### config.mk
export PLATFORM = sky130hd
export DESIGN_NAME = gb_decode
export DESIGN_NICKNAME = d
export VERILOG_FILES = /design/src/rtl/gb_pkg.sv /design/src/rtl/gb_ctrl_parse.sv /design/src/rtl/gb_decode.sv
export SDC_FILE = /design/constraint.sdc
export NUM_CORES = 1
export LEC_CHECK = 0
export CAP_MARGIN = 20
export CORE_MARGIN = 5
export CORE_UTILIZATION = 55
export CTS_BUF_LIST = sky130_fd_sc_hd__clkbuf_4
export DETAILED_ROUTE_END_ITERATION = 6
export GPL_TIMING_DRIVEN = 0
export PLACE_DENSITY = 0.76
export SKIP_LAST_GASP = 1
export SLEW_MARGIN = 20
export SYNTH_ARGS = -nofsm -noshare
export SYNTH_HDL_FRONTEND = slang
export SYNTH_HIERARCHICAL = 1
export SYNTH_SLANG_ARGS = --single-unit
### constraint.sdc
create_clock -name clk -period 18.28 [get_ports clk]
set_input_delay 3.656 -clock clk [delete_from_list [all_inputs] [get_ports clk]]
set_output_delay 3.656 -clock clk [all_outputs]
set_load 0.005 [all_outputs]
### src/rtl/gb_pkg.sv
// gb_pkg
// Shared constants, state encoding and helper functions for the gray_balance
// input decoder (gb_decode) and its control-packet parser (gb_ctrl_parse).
package gb_pkg;

  // Avalon-ST Video packet type codes carried in the low nibble of the header
  localparam logic [3:0] TYPE_CTRL  = 4'hF;
  localparam logic [3:0] TYPE_VIDEO = 4'h0;

  // Width, height and interlace nibbles of a control packet
  localparam int NUM_NIBBLES = 9;
  localparam int SHADOW_W    = 4 * NUM_NIBBLES;

  // One-hot decoder states
  typedef enum logic [3:0] {
    ST_IDLE  = 4'b0001,
    ST_CTRL  = 4'b0010,
    ST_VIDEO = 4'b0100,
    ST_DROP  = 4'b1000
  } state_t;

  // Beats needed to carry all nine nibbles for a given number of planes
  function automatic int ctrl_beats(input int planes);
    case (planes)
      1:       return 9;
      2:       return 5;
      default: return 3;
    endcase
  endfunction

  // Nibble index table: bit position of nibble k inside the shadow word
  // {width, height, interlaced}; nibble 0 is width[15:12] (the MSBs)
  function automatic int nibble_lsb(input int k);
    return 4 * (NUM_NIBBLES - 1 - k);
  endfunction

endpackage

### src/rtl/gb_ctrl_parse.sv
// gb_ctrl_parse
// Assembles the nine nibbles of a control packet into a shadow register and
// commits them to the visible width/height/interlace outputs on request.
//
// Ports:
//   clk, rst          clock, asynchronous active-high reset
//   clear             new packet header seen: discard any pending shadow
//   beat_en           a control payload beat is being transferred
//   commit            the current payload beat is the EOP of the packet
//   beat_data         payload beat (nibble per plane in bits [3:0] of plane)
//   video_width       last committed width
//   video_height      last committed height
//   video_interlaced  last committed interlace nibble
//   ctrl_update       one-cycle pulse after a successful commit
module gb_ctrl_parse
  import gb_pkg::*;
#(
  parameter int DATA_WIDTH  = 8,
  parameter int DATA_BITS   = 8,
  parameter int DATA_PLANES = 1
) (
  input  logic                  clk,
  input  logic                  rst,
  input  logic                  clear,
  input  logic                  beat_en,
  input  logic                  commit,
  input  logic [DATA_WIDTH-1:0] beat_data,
  output logic [15:0]           video_width,
  output logic [15:0]           video_height,
  output logic [3:0]            video_interlaced,
  output logic                  ctrl_update
);

  localparam int CTRL_BEATS = ctrl_beats(DATA_PLANES);

  logic [3:0]          beat_cnt;
  logic [3:0]          beat_cnt_next;
  logic [SHADOW_W-1:0] shadow;
  logic [SHADOW_W-1:0] shadow_next;
  logic                frame_complete;
  logic                unused_data;

  // Only the low nibble of each plane carries control information
  assign unused_data = ^beat_data;

  // Shadow value including the beat being transferred this cycle, so the EOP
  // beat's own nibbles are part of what gets committed. Beats beyond the
  // required count are ignored.
  always_comb begin
    shadow_next   = shadow;
    beat_cnt_next = beat_cnt;
    if (beat_en && (int'(beat_cnt) < CTRL_BEATS)) begin
      for (int p = 0; p < DATA_PLANES; p++) begin
        if (int'(beat_cnt) * DATA_PLANES + p < NUM_NIBBLES) begin
          shadow_next[nibble_lsb(int'(beat_cnt) * DATA_PLANES + p) +: 4] =
            beat_data[DATA_BITS*p +: 4];
        end
      end
      beat_cnt_next = beat_cnt + 4'd1;
    end
  end

  assign frame_complete = (int'(beat_cnt_next) >= CTRL_BEATS);

  // Shadow/commit registers; an incomplete packet leaves the outputs alone
  always_ff @(posedge clk or posedge rst) begin
    if (rst) begin
      beat_cnt         <= '0;
      shadow           <= '0;
      video_width      <= '0;
      video_height     <= '0;
      video_interlaced <= '0;
      ctrl_update      <= 1'b0;
    end else begin
      ctrl_update <= 1'b0;
      if (clear) begin
        beat_cnt <= '0;
        shadow   <= '0;
      end else begin
        beat_cnt <= beat_cnt_next;
        shadow   <= shadow_next;
        if (commit) begin
          beat_cnt <= '0;
          if (frame_complete) begin
            video_width      <= shadow_next[SHADOW_W-1 -: 16];
            video_height     <= shadow_next[SHADOW_W-17 -: 16];
            video_interlaced <= shadow_next[3:0];
            ctrl_update      <= 1'b1;
          end
        end
      end
    end
  end

endmodule

### src/rtl/gb_decode.sv
// gb_decode
// Avalon-ST Video packet decoder at the head of the gray_balance pipeline.
// Control packets update the frame geometry, video packets are forwarded
// without their header (zero latency), all other packets are consumed.
//
// Ports:
//   clk, rst              clock, asynchronous active-high reset
//   din_*                 Avalon-ST Video input (data/valid/sop/eop/ready)
//   dout_*                pixel stream output (data/valid/sop/eop/ready)
//   video_width/height    last committed frame geometry
//   video_interlaced      last committed interlace nibble
//   ctrl_update           one-cycle pulse when a control packet commits
//   size_err              one-cycle pulse when a frame's pixel count differs
//                         from width*height
module gb_decode
  import gb_pkg::*;
#(
  parameter int DATA_WIDTH  = 8,
  parameter int DATA_BITS   = 8,
  parameter int DATA_PLANES = 1
) (
  input  logic                  clk,
  input  logic                  rst,
  input  logic [DATA_WIDTH-1:0] din_data,
  input  logic                  din_valid,
  input  logic                  din_startofpacket,
  input  logic                  din_endofpacket,
  output logic                  din_ready,
  output logic [DATA_WIDTH-1:0] dout_data,
  output logic                  dout_valid,
  output logic                  dout_startofpacket,
  output logic                  dout_endofpacket,
  input  logic                  dout_ready,
  output logic [15:0]           video_width,
  output logic [15:0]           video_height,
  output logic [3:0]            video_interlaced,
  output logic                  ctrl_update,
  output logic                  size_err
);

  state_t      state;
  state_t      state_next;
  logic        xfer;
  logic        hdr;
  logic        fwd;
  logic [3:0]  hdr_type;
  logic        first_pix;
  logic [31:0] pix_cnt;
  logic [31:0] pix_cnt_inc;
  logic [31:0] frame_size;

  assign xfer     = din_valid & din_ready;
  // Any SOP is a header, even when the previous packet never saw its EOP
  assign hdr      = xfer & din_startofpacket;
  assign fwd      = xfer & ~din_startofpacket & (state == ST_VIDEO);
  assign hdr_type = din_data[3:0];

  assign pix_cnt_inc = (&pix_cnt) ? pix_cnt : pix_cnt + 32'd1;
  assign frame_size  = {16'd0, video_width} * {16'd0, video_height};

  // Next-state decode; a header that is also EOP is an empty packet
  always_comb begin
    state_next = state;
    if (hdr) begin
      if (din_endofpacket)              state_next = ST_IDLE;
      else if (hdr_type == TYPE_CTRL)   state_next = ST_CTRL;
      else if (hdr_type == TYPE_VIDEO)  state_next = ST_VIDEO;
      else                              state_next = ST_DROP;
    end else if (xfer && din_endofpacket) begin
      state_next = ST_IDLE;
    end
  end

  // Stream outputs: only VIDEO connects input to output, everything else is
  // swallowed with ready held high
  always_comb begin
    din_ready          = 1'b1;
    dout_data          = din_data;
    dout_valid         = 1'b0;
    dout_startofpacket = 1'b0;
    dout_endofpacket   = 1'b0;
    if (state == ST_VIDEO) begin
      din_ready          = dout_ready;
      dout_valid         = din_valid & ~din_startofpacket;
      dout_startofpacket = first_pix;
      dout_endofpacket   = din_endofpacket;
    end
  end

  // State, first-pixel flag and saturating pixel counter; the size check
  // uses the count including the EOP beat
  always_ff @(posedge clk or posedge rst) begin
    if (rst) begin
      state     <= ST_IDLE;
      first_pix <= 1'b0;
      pix_cnt   <= '0;
      size_err  <= 1'b0;
    end else begin
      state    <= state_next;
      size_err <= 1'b0;
      if (hdr) begin
        first_pix <= (state_next == ST_VIDEO);
        if (state_next == ST_VIDEO) begin
          pix_cnt <= '0;
        end
      end else if (fwd) begin
        first_pix <= 1'b0;
        pix_cnt   <= pix_cnt_inc;
        if (din_endofpacket) begin
          size_err <= (pix_cnt_inc != frame_size);
        end
      end
    end
  end

  gb_ctrl_parse #(
    .DATA_WIDTH  (DATA_WIDTH),
    .DATA_BITS   (DATA_BITS),
    .DATA_PLANES (DATA_PLANES)
  ) u_ctrl_parse (
    .clk              (clk),
    .rst              (rst),
    .clear            (hdr),
    .beat_en          (xfer & ~din_startofpacket & (state == ST_CTRL)),
    .commit           (xfer & ~din_startofpacket & (state == ST_CTRL) & din_endofpacket),
    .beat_data        (din_data),
    .video_width      (video_width),
    .video_height     (video_height),
    .video_interlaced (video_interlaced),
    .ctrl_update      (ctrl_update)
  );

endmodule

==> Flow_metrics.wiki, run 1 <==
{| class="wikitable"
! Metric !! Value
|-
| Routed length per instance || 18.9 µm
|-
| Data required time at the worst endpoint || 14.62 ns
|-
| Dominant register cell in the synthesized netlist || dfrtp_1
|-
| Net switching power of the design || 113 µW
|-
| Post-route clock period utilization || 46.7%
|-
| Initial Utilization || 56.1%
|-
| Clock insertion delay at the later pin of the skew report || 0.53 ns
|-
| Min-Delay Path Class || flop to flop
|-
| CP Data Arrival Time || 4.88 ns
|-
| Fraction of the mapped netlist area in adder cells || 34.8%
|-
| Cell area after synthesis || 15,200 µm²
|-
| Max-slew headroom || 32.8%
|-
| Clk pwr share || 40.8%
|-
| Clk pin slew, worst setup/hold paths || 0.10 ns
|-
| Floorplan die height || 176 µm
|-
| Reg power frac || 54.2%
|-
| Final setup violating endpoints || 0
|-
| Post-detailed-routing wire length || 41,100 µm
|-
| Via count || 12,700
|-
| Area fraction of the dominant cell type after synthesis || 25.6%
|-
| Placed Area || 16,300 µm²
|-
| Hold violation count in the final report || 0
|-
| Hold Buf Count CTS || 0
|-
| FFs w/ async S/R, synth || 100%
|-
| Area fraction in and, or, nand and nor cells after synthesis || 20.4%
|-
| Xor-xnor portion of the synthesized cell area || 4.97%
|-
| Count of filler cells inserted in the layout || 2,342
|-
| Worst IR Drop VDD || 0.0407 mV
|-
| Maximum achievable frequency || 117 MHz
|-
| Port-buffer cells || 58
|-
| Yosys synthesis warning count || 6
|-
| Leakage power || 7.10 nW
|-
| Layout net count || 2,105
|-
| CTS buffer count || 17
|-
| Cell count after placement || 2,138
|-
| Net switching share of the total power || 23.7%
|-
| Gate Count Post-Synth || 1,706
|-
| Worst Max-Slew Pin Slew || 1.01 ns
|-
| # H-tree levels || 4
|-
| Area fraction in compound gates after synthesis || 11.8%
|-
| Total power density per cell area || 28.6 nW/µm²
|-
| Detailed router's first-iteration violation count || 1,073
|-
| Critical path startpoint category || input pin
|-
| Filler-free cell count of the finished design || 2,172
|-
| Syn nets || 2,026
|-
| Initial antenna violation count || 1
|-
| Total congestion overflow after global routing || 0
|-
| Post-detailed-route count of antenna-violating nets || 0
|-
| CTS Buffer Depth || 2
|-
| Post-synth cell types || 88
|-
| Wire length of the first global-routing pass || 66,900 µm
|-
| Result of the run || finished, final reports clean
|-
| Proportion of layout cells with a drive suffix above 1 || 5.79%
|-
| Die W || 176 µm
|-
| Combinational family with the most area after synthesis || adder cells
|-
| Leading area contributor after synthesis || fa_1
|-
| Max FO, Critical Path || 4
|-
| Num Clock Sinks || 115
|-
| Signed area change from the synthesized netlist to the final layout || 9.21%
|-
| Final number of max-transition violations || 0
|-
| Sum Neg Setup Slack || 0 ns
|-
| Gr usage total || 27.1%
|-
| Max cap viols || 0
|-
| Slowest Stage Delay on Critical Path || 0.51 ns
|-
| Placeable core region || 27,100 µm²
|-
| Post-CTS setup repair buffer count || 0
|-
| Kind of end point of the critical path || primary output
|-
| Part of the total power dissipated in combinational logic || 5.0%
|-
| Multiplexer share of the synthesized area || 1.12%
|-
| Root Buffer || clkbuf_4
|-
| Final critical path time including I/O delays and setup || 8.54 ns
|-
| Share of the yosys chip area belonging to registers || 18.9%
|-
| Cell types occupying the most area after synthesis || fa_1, dfrtp_1, ha_1
|-
| TritonCTS clock tree || built
|-
| Pin count of the biggest net entering global routing || 58
|-
| Post-detail-place hpwl || 32,500 µm
|-
| Detailed-router iteration count before antenna repair || 6
|-
| Hold slack final || 0.483 ns
|-
| Final setup skew || 0.0180 ns
|-
| Post-Syn Area per Cell || 8.91 µm²
|-
| Int Power || 362 µW
|-
| Weighted congestion reported at the end of routability-driven placement || 0.935
|-
| Cell with the biggest individual delay on the critical path || clkdlybuf4s50_1
|-
| Count of flip-flops with a built-in enable after synthesis || 0
|-
| I/O pin cnt || 64
|-
| Synth Register Bits || 115
|-
| Via density per instance || 5.84
|-
| Site row count || 60
|-
| Vias in the first global route || 12,800
|-
| Post-route cell area || 16,600 µm²
|-
| Worst path cell trace || clkdlybuf4s50_1, and3b_1, clkdlybuf4s50_1
|-
| Setup repair after global routing missed its margin || false
|-
| Type of the setup path with the least slack || input pin to primary output
|-
| Count of instances resized after the clock tree is built || 0
|-
| Drc violations || 0
|-
| Die ar. || 31,100 µm²
|-
| Most frequent cell on the critical path || clkdlybuf4s50_1
|}
power by group through the flow:
stage	combinational [mW]	clock, mW	sequential, mW
6_report	0.0237	0.194	0.257
5_1_grt	0.0262	0.210	0.258
4_1_cts	0.0240	0.199	0.257
3_5_place_dp	0.0240	0	0.262
3_3_place_gp	0.0219	0	0.262
2_1_floorplan	0.0136	0	0.262
synth_stat cells, drive strengths merged, types with 3 or more instances:
cell / instances
nand4: 22
o21a: 5
fa: 194
a311oi: 3
nor4b: 3
ha: 112
a211o: 4
and2: 103
inv: 208
nor3: 19
a21o: 11
o211ai: 11
nand3b: 7
buf: 31
nand3: 38
o41ai: 3
or3: 3
clkbuf: 59
or4: 3
a21oi: 60
nand2: 288
xor2: 21
nor4: 11
o21ai: 91
a2111oi: 8
a31oi: 13
xnor2: 62
and4: 6
o31ai: 14
dfrtp: 114
a21bo: 5
nor3b: 3
nor2b: 4
a211oi: 9
o21bai: 3
mux2i: 17
nand2b: 19
nor2: 62
o2111ai: 6
and2b: 5
and3: 13
sequential cells by signal, indices dropped and copies added, names as in the netlist:
name                           flops
u_ctrl_parse/shadow               36
pix_cnt                           32
u_ctrl_parse/video_interlaced      4
state                              4
u_ctrl_parse/video_width          16
u_ctrl_parse/ctrl_update           1
size_err                           1
u_ctrl_parse/beat_cnt              4
first_pix                          1
u_ctrl_parse/video_height         16
stage by stage:
step                utilization, %  worst slack (ns)  power [mW]
floorplan                        -             10.69       0.275
global placement              59.9              9.74       0.284
detailed placement            60.1              9.74       0.286
CTS                           61.2              9.74       0.480
global route                  61.2              9.68       0.494
finish                        61.2              9.74       0.475
final cells by class:
cell class,instances,area (µm²),area share [%]
Inverter,208,783,4.72
Clock buffer,20,150,0.905
Multi-Input combinational cell,1293,11100,66.9
Timing Repair Buffer,60,636,3.83
Antenna cell,3,7.51,0.0452
Buffer,90,432,2.60
Sequential cell,115,2880,17.4
Tap cell,372,465,2.81
Clock inverter,11,138,0.829
worst paths after layout:
check	cells after the start	from	slack, ns	endpoint
setup / recovery	3	din_startofpacket	9.74	dout_valid
hold / removal	2	u_ctrl_parse/shadow[17]	0.48	u_ctrl_parse/video_height[13]
setup reg to reg	21	u_ctrl_parse/video_width[6]	10.47	size_err
hold reg to reg	2	u_ctrl_parse/shadow[17]	0.48	u_ctrl_parse/video_height[13]
max in group asynchronous	3	rst	14.24	u_ctrl_parse/video_width[14]
min in group asynchronous	2	rst	3.48	u_ctrl_parse/shadow[25]
cell usage in the layout, fill, tap and decap left out, types with 35 or more instances in the layout:
cell | Yosys | routed
fa_1 | 194 | 194
and2_1 | 103 | 103
dfrtp_1 | 114 | 114
nand3_1 | 35 | 35
inv_1 | 207 | 205
ha_1 | 112 | 112
xnor2_1 | 62 | 62
clkdlybuf4s50_1 | 0 | 58
nand2_1 | 288 | 288
nor2_1 | 62 | 62
clkbuf_1 | 56 | 56
a21oi_1 | 60 | 60
o21ai_0 | 61 | 61
cell families (layout without fill, tap and decap cells):
logic type      count (synthesis)  count (layout)
fa+ha+maj                     306             306
xor+xnor                       84              84
flops                         115             115
buf+inv                       298             389
mux                            17              17
compound gates                268             268
simple gates                  618             618
other cells                     0               3
critical path, delay by kind of cell:
family | cells | cell delay, ns
simple gates | 1 | 0.27
buf+inv | 2 | 0.96
layer usage:
layer  up-vias  GRT usage [%]  part of all wire [%]
met4         0           11.3                   4.1
met5         -              0                     0
met2       518           45.7                    49
li1       5755              -                     -
met1      6289           34.7                    40
met3       112           4.99                   7.2
Note: power is estimated with default switching activity, not from simulation.
==> inputs of run 2 (changes only) <==
==> constraint.sdc (replaced) <==
create_clock -name clk -period 8.6 [get_ports clk]
set_input_delay 1.72 -clock clk [delete_from_list [all_inputs] [get_ports clk]]
set_output_delay 1.72 -clock clk [all_outputs]
set_load 0.005 [all_outputs]
==> results of run 2 <==
The final DEF is identical to that of run 1. Status: finished, final reports clean.
Main changes from that run: setup slack after placement 9.74 ns -> 0.906 ns; setup slack after layout 9.74 ns -> 0.795 ns; start point of the critical path din_startofpacket -> u_ctrl_parse/video_width[6]; end point of the critical path dout_valid -> size_err; register-to-register setup slack 10.47 ns -> 0.79 ns; total power 0.475 mW -> 1.01 mW; worst IR drop on VDD 0.0407 mV -> 0.0864 mV
==> inputs of run 3 (changes only) <==
--- a/config.mk
+++ b/config.mk
@@ -10,7 +10,6 @@
 export CORE_UTILIZATION = 55
 export CTS_BUF_LIST = sky130_fd_sc_hd__clkbuf_4
 export DETAILED_ROUTE_END_ITERATION = 6
-export GPL_TIMING_DRIVEN = 0
 export PLACE_DENSITY = 0.76
 export SKIP_LAST_GASP = 1
 export SLEW_MARGIN = 20
==> Flow_metrics.wiki, run 3 (synthesized netlist as in run 1, its figures left out) <==
{| class="wikitable"
! Metric !! Value
|-
| Final setup skew || 0.0287 ns
|-
| Largest register FFs || 36
|-
| Root Buffer || clkbuf_4
|-
| Worst Max-Slew Pin Slew || 0.937 ns
|-
| Cell count after placement || 2,050
|-
| Maximum achievable frequency || 141 MHz
|-
| Die ar. || 31,100 µm²
|-
| Overall power consumption || 1.00 mW
|-
| Final number of max-transition violations || 0
|-
| Signed area change from the synthesized netlist to the final layout || 6.04%
|-
| Data required time at the worst endpoint || 9.04 ns
|-
| I/O pin cnt || 64
|-
| Reg power frac || 54.7%
|-
| Int Power || 730 µW
|-
| TritonCTS clock tree || built
|-
| Layout net count || 2,017
|-
| Highest-count cells in the layout ignoring fill and taps || nand2_1, inv_1, fa_1, dfrtp_1, ha_1
|-
| Hold violation count in the final report || 0
|-
| Biggest register || u_ctrl_parse/shadow
|-
| Kind of end point of the critical path || flop
|-
| Min-Delay Path Class || flop to flop
|-
| Initial Utilization || 56.1%
|-
| Placed Area || 15,800 µm²
|-
| Leakage power || 6.85 nW
|-
| Multi-input gate area in the final layout || 11,100 µm²
|-
| Routed length per instance || 19.0 µm
|-
| FF+latch area || 2880 µm²
|-
| Initial antenna violation count || 1
|-
| Net switching share of the total power || 27.0%
|-
| Worst IR Drop VDD || 0.0815 mV
|-
| Drc violations || 0
|-
| Via density per instance || 5.85
|-
| Site row count || 60
|-
| Count of instances resized after the clock tree is built || 0
|-
| Type of the setup path with the least slack || flop to flop
|-
| Final setup violating endpoints || 0
|-
| Number of cells on the worst reg-to-reg path || 19
|-
| Num Clock Sinks || 115
|-
| Critical path startpoint category || flop
|-
| Count of filler cells inserted in the layout || 2,363
|-
| Floorplan die height || 176 µm
|-
| Hold Buf Count CTS || 0
|-
| Weighted congestion reported at the end of routability-driven placement || 0.909
|-
| Part of the total power dissipated in combinational logic || 4.3%
|-
| Die W || 176 µm
|-
| CP Data Arrival Time || 7.51 ns
|-
| Detailed-router iteration count before antenna repair || 5
|-
| Post-detailed-route count of antenna-violating nets || 0
|-
| # H-tree levels || 4
|-
| CTS Buffer Depth || 2
|-
| Post-CTS setup repair buffer count || 0
|-
| Placeable core region || 27,100 µm²
|-
| Post-detail-place hpwl || 30,300 µm
|-
| Max-slew headroom || 37.4%
|-
| HP Start || u_ctrl_parse/shadow[16]
|-
| Detailed router's first-iteration violation count || 1,089
|-
| Wire length of the first global-routing pass || 65,700 µm
|-
| Max FO, Critical Path || 18
|-
| Via count || 12,200
|-
| Port-buffer cells || 55
|-
| Max cap viols || 0
|-
| Total power density per cell area || 62.1 nW/µm²
|-
| Vias in the first global route || 12,600
|-
| Gr usage total || 26.4%
|-
| Post-route cell area || 16,100 µm²
|-
| CTS buffer count || 17
|-
| Terminus of the critical flop-to-flop path || size_err
|-
| Hold slack final || 0.502 ns
|-
| Startpoint of the worst register-to-register path || u_ctrl_parse/video_width[6]
|-
| Final critical path time including I/O delays and setup || 7.07 ns
|-
| Clk pin slew, worst setup/hold paths || 0.11 ns
|-
| Setup slack on the worst flop-to-flop path || 1.53 ns
|-
| Proportion of layout cells with a drive suffix above 1 || 4.39%
|-
| Cell depth of the worst hold path || 2
|-
| Pin count of the biggest net entering global routing || 78
|-
| Sum Neg Setup Slack || 0 ns
|-
| Post-route clock period utilization || 82.2%
|-
| Clock insertion delay at the later pin of the skew report || 0.57 ns
|-
| Most common cell after layout, fill and taps aside || nand2_1
|-
| Hold Path Sink || u_ctrl_parse/video_height[12]
|-
| Filler-free cell count of the finished design || 2,083
|-
| Total congestion overflow after global routing || 0
|-
| Clk pwr share || 41.1%
|-
| Leading registers by flop count || u_ctrl_parse/shadow: 36 flops, pix_cnt: 32 flops
|-
| Startpoint of the most critical setup path || u_ctrl_parse/video_width[6]
|-
| Net switching power of the design || 271 µW
|-
| Post-detailed-routing wire length || 39,500 µm
|-
| Result of the run || finished, final reports clean
|-
| Setup repair after global routing missed its margin || false
|}
==> run 3: cell types whose count changed in the layout (fill, tap and decap cells not counted), moves of 3 or more <==
cell / previous run / this run
buf_4: 9 / 6
clkdlybuf4s50_1: 58 / 55
clkbuf_1: 56 / 0
buf_2: 15 / 0
buf_6: 5 / 1
clkbuf_2: 3 / 0
==> run 3: worst max-delay path by stage <==
| stage | cells past startpoint | slack, ns | end |
|---|---|---|---|
| after global placement | 19 | 1.87 | size_err |
| after floorplan | 22 | 2.08 | size_err |
| final | 19 | 1.53 | size_err |
| after global routing | 19 | 1.25 | size_err |
| after detailed placement | 19 | 1.62 | size_err |
| after CTS | 19 | 1.57 | size_err |
==> run 3: per-stage QoR <==
step	util [%]	setup slack (ns)
2_1_floorplan	-	2.08
6_report	59.5	1.53
3_5_place_dp	58.4	1.62
3_3_place_gp	58.4	1.87
4_1_cts	59.4	1.57
5_1_grt	59.5	1.25
==> run 3: per-layer routing <==
layer	track usage [%]	vias to the layer above	wire, µm
met2	43.9	480	19300
met4	9.39	0	1410
li1	-	5572	-
met1	34.6	6030	15900
met5	0	-	0
met3	5.14	96	2940
==> run 3: cell type report <==
cell class	count	share of cell area, %
timing repair buffer	62	3.77
inverter	208	4.85
clock inverter	14	0.862
tap	372	2.89
clock buffer	18	0.839
antenna	1	0.0155
multi-input combinational	1293	68.9
sequential	115	17.9
==> run 3: power groups by stage <==
stage / sequential [mW] / clock [mW] / combinational [mW]
after floorplan: 0.556 / 0 / 0.0289
after global placement: 0.557 / 0 / 0.0422
after detailed placement: 0.557 / 0 / 0.0431
after CTS: 0.547 / 0.417 / 0.0432
after global routing: 0.548 / 0.443 / 0.0484
final: 0.547 / 0.411 / 0.0429
==> run 3: critical path, stage by stage (launching register included) <==
cell,delay (ns)
dfrtp_1,0.89
nand2_1,0.19
fa_1,0.55
fa_1,0.53
fa_1,0.44
fa_1,0.53
fa_1,0.52
fa_1,0.54
inv_1,0.04
ha_1,0.39
a21oi_1,0.26
o21ai_0,0.19
a311o_1,0.43
or3b_2,0.45
o221ai_1,0.25
xnor2_1,0.16
nand3_1,0.09
a211oi_1,0.18
nand4_1,0.12
o211a_1,0.23
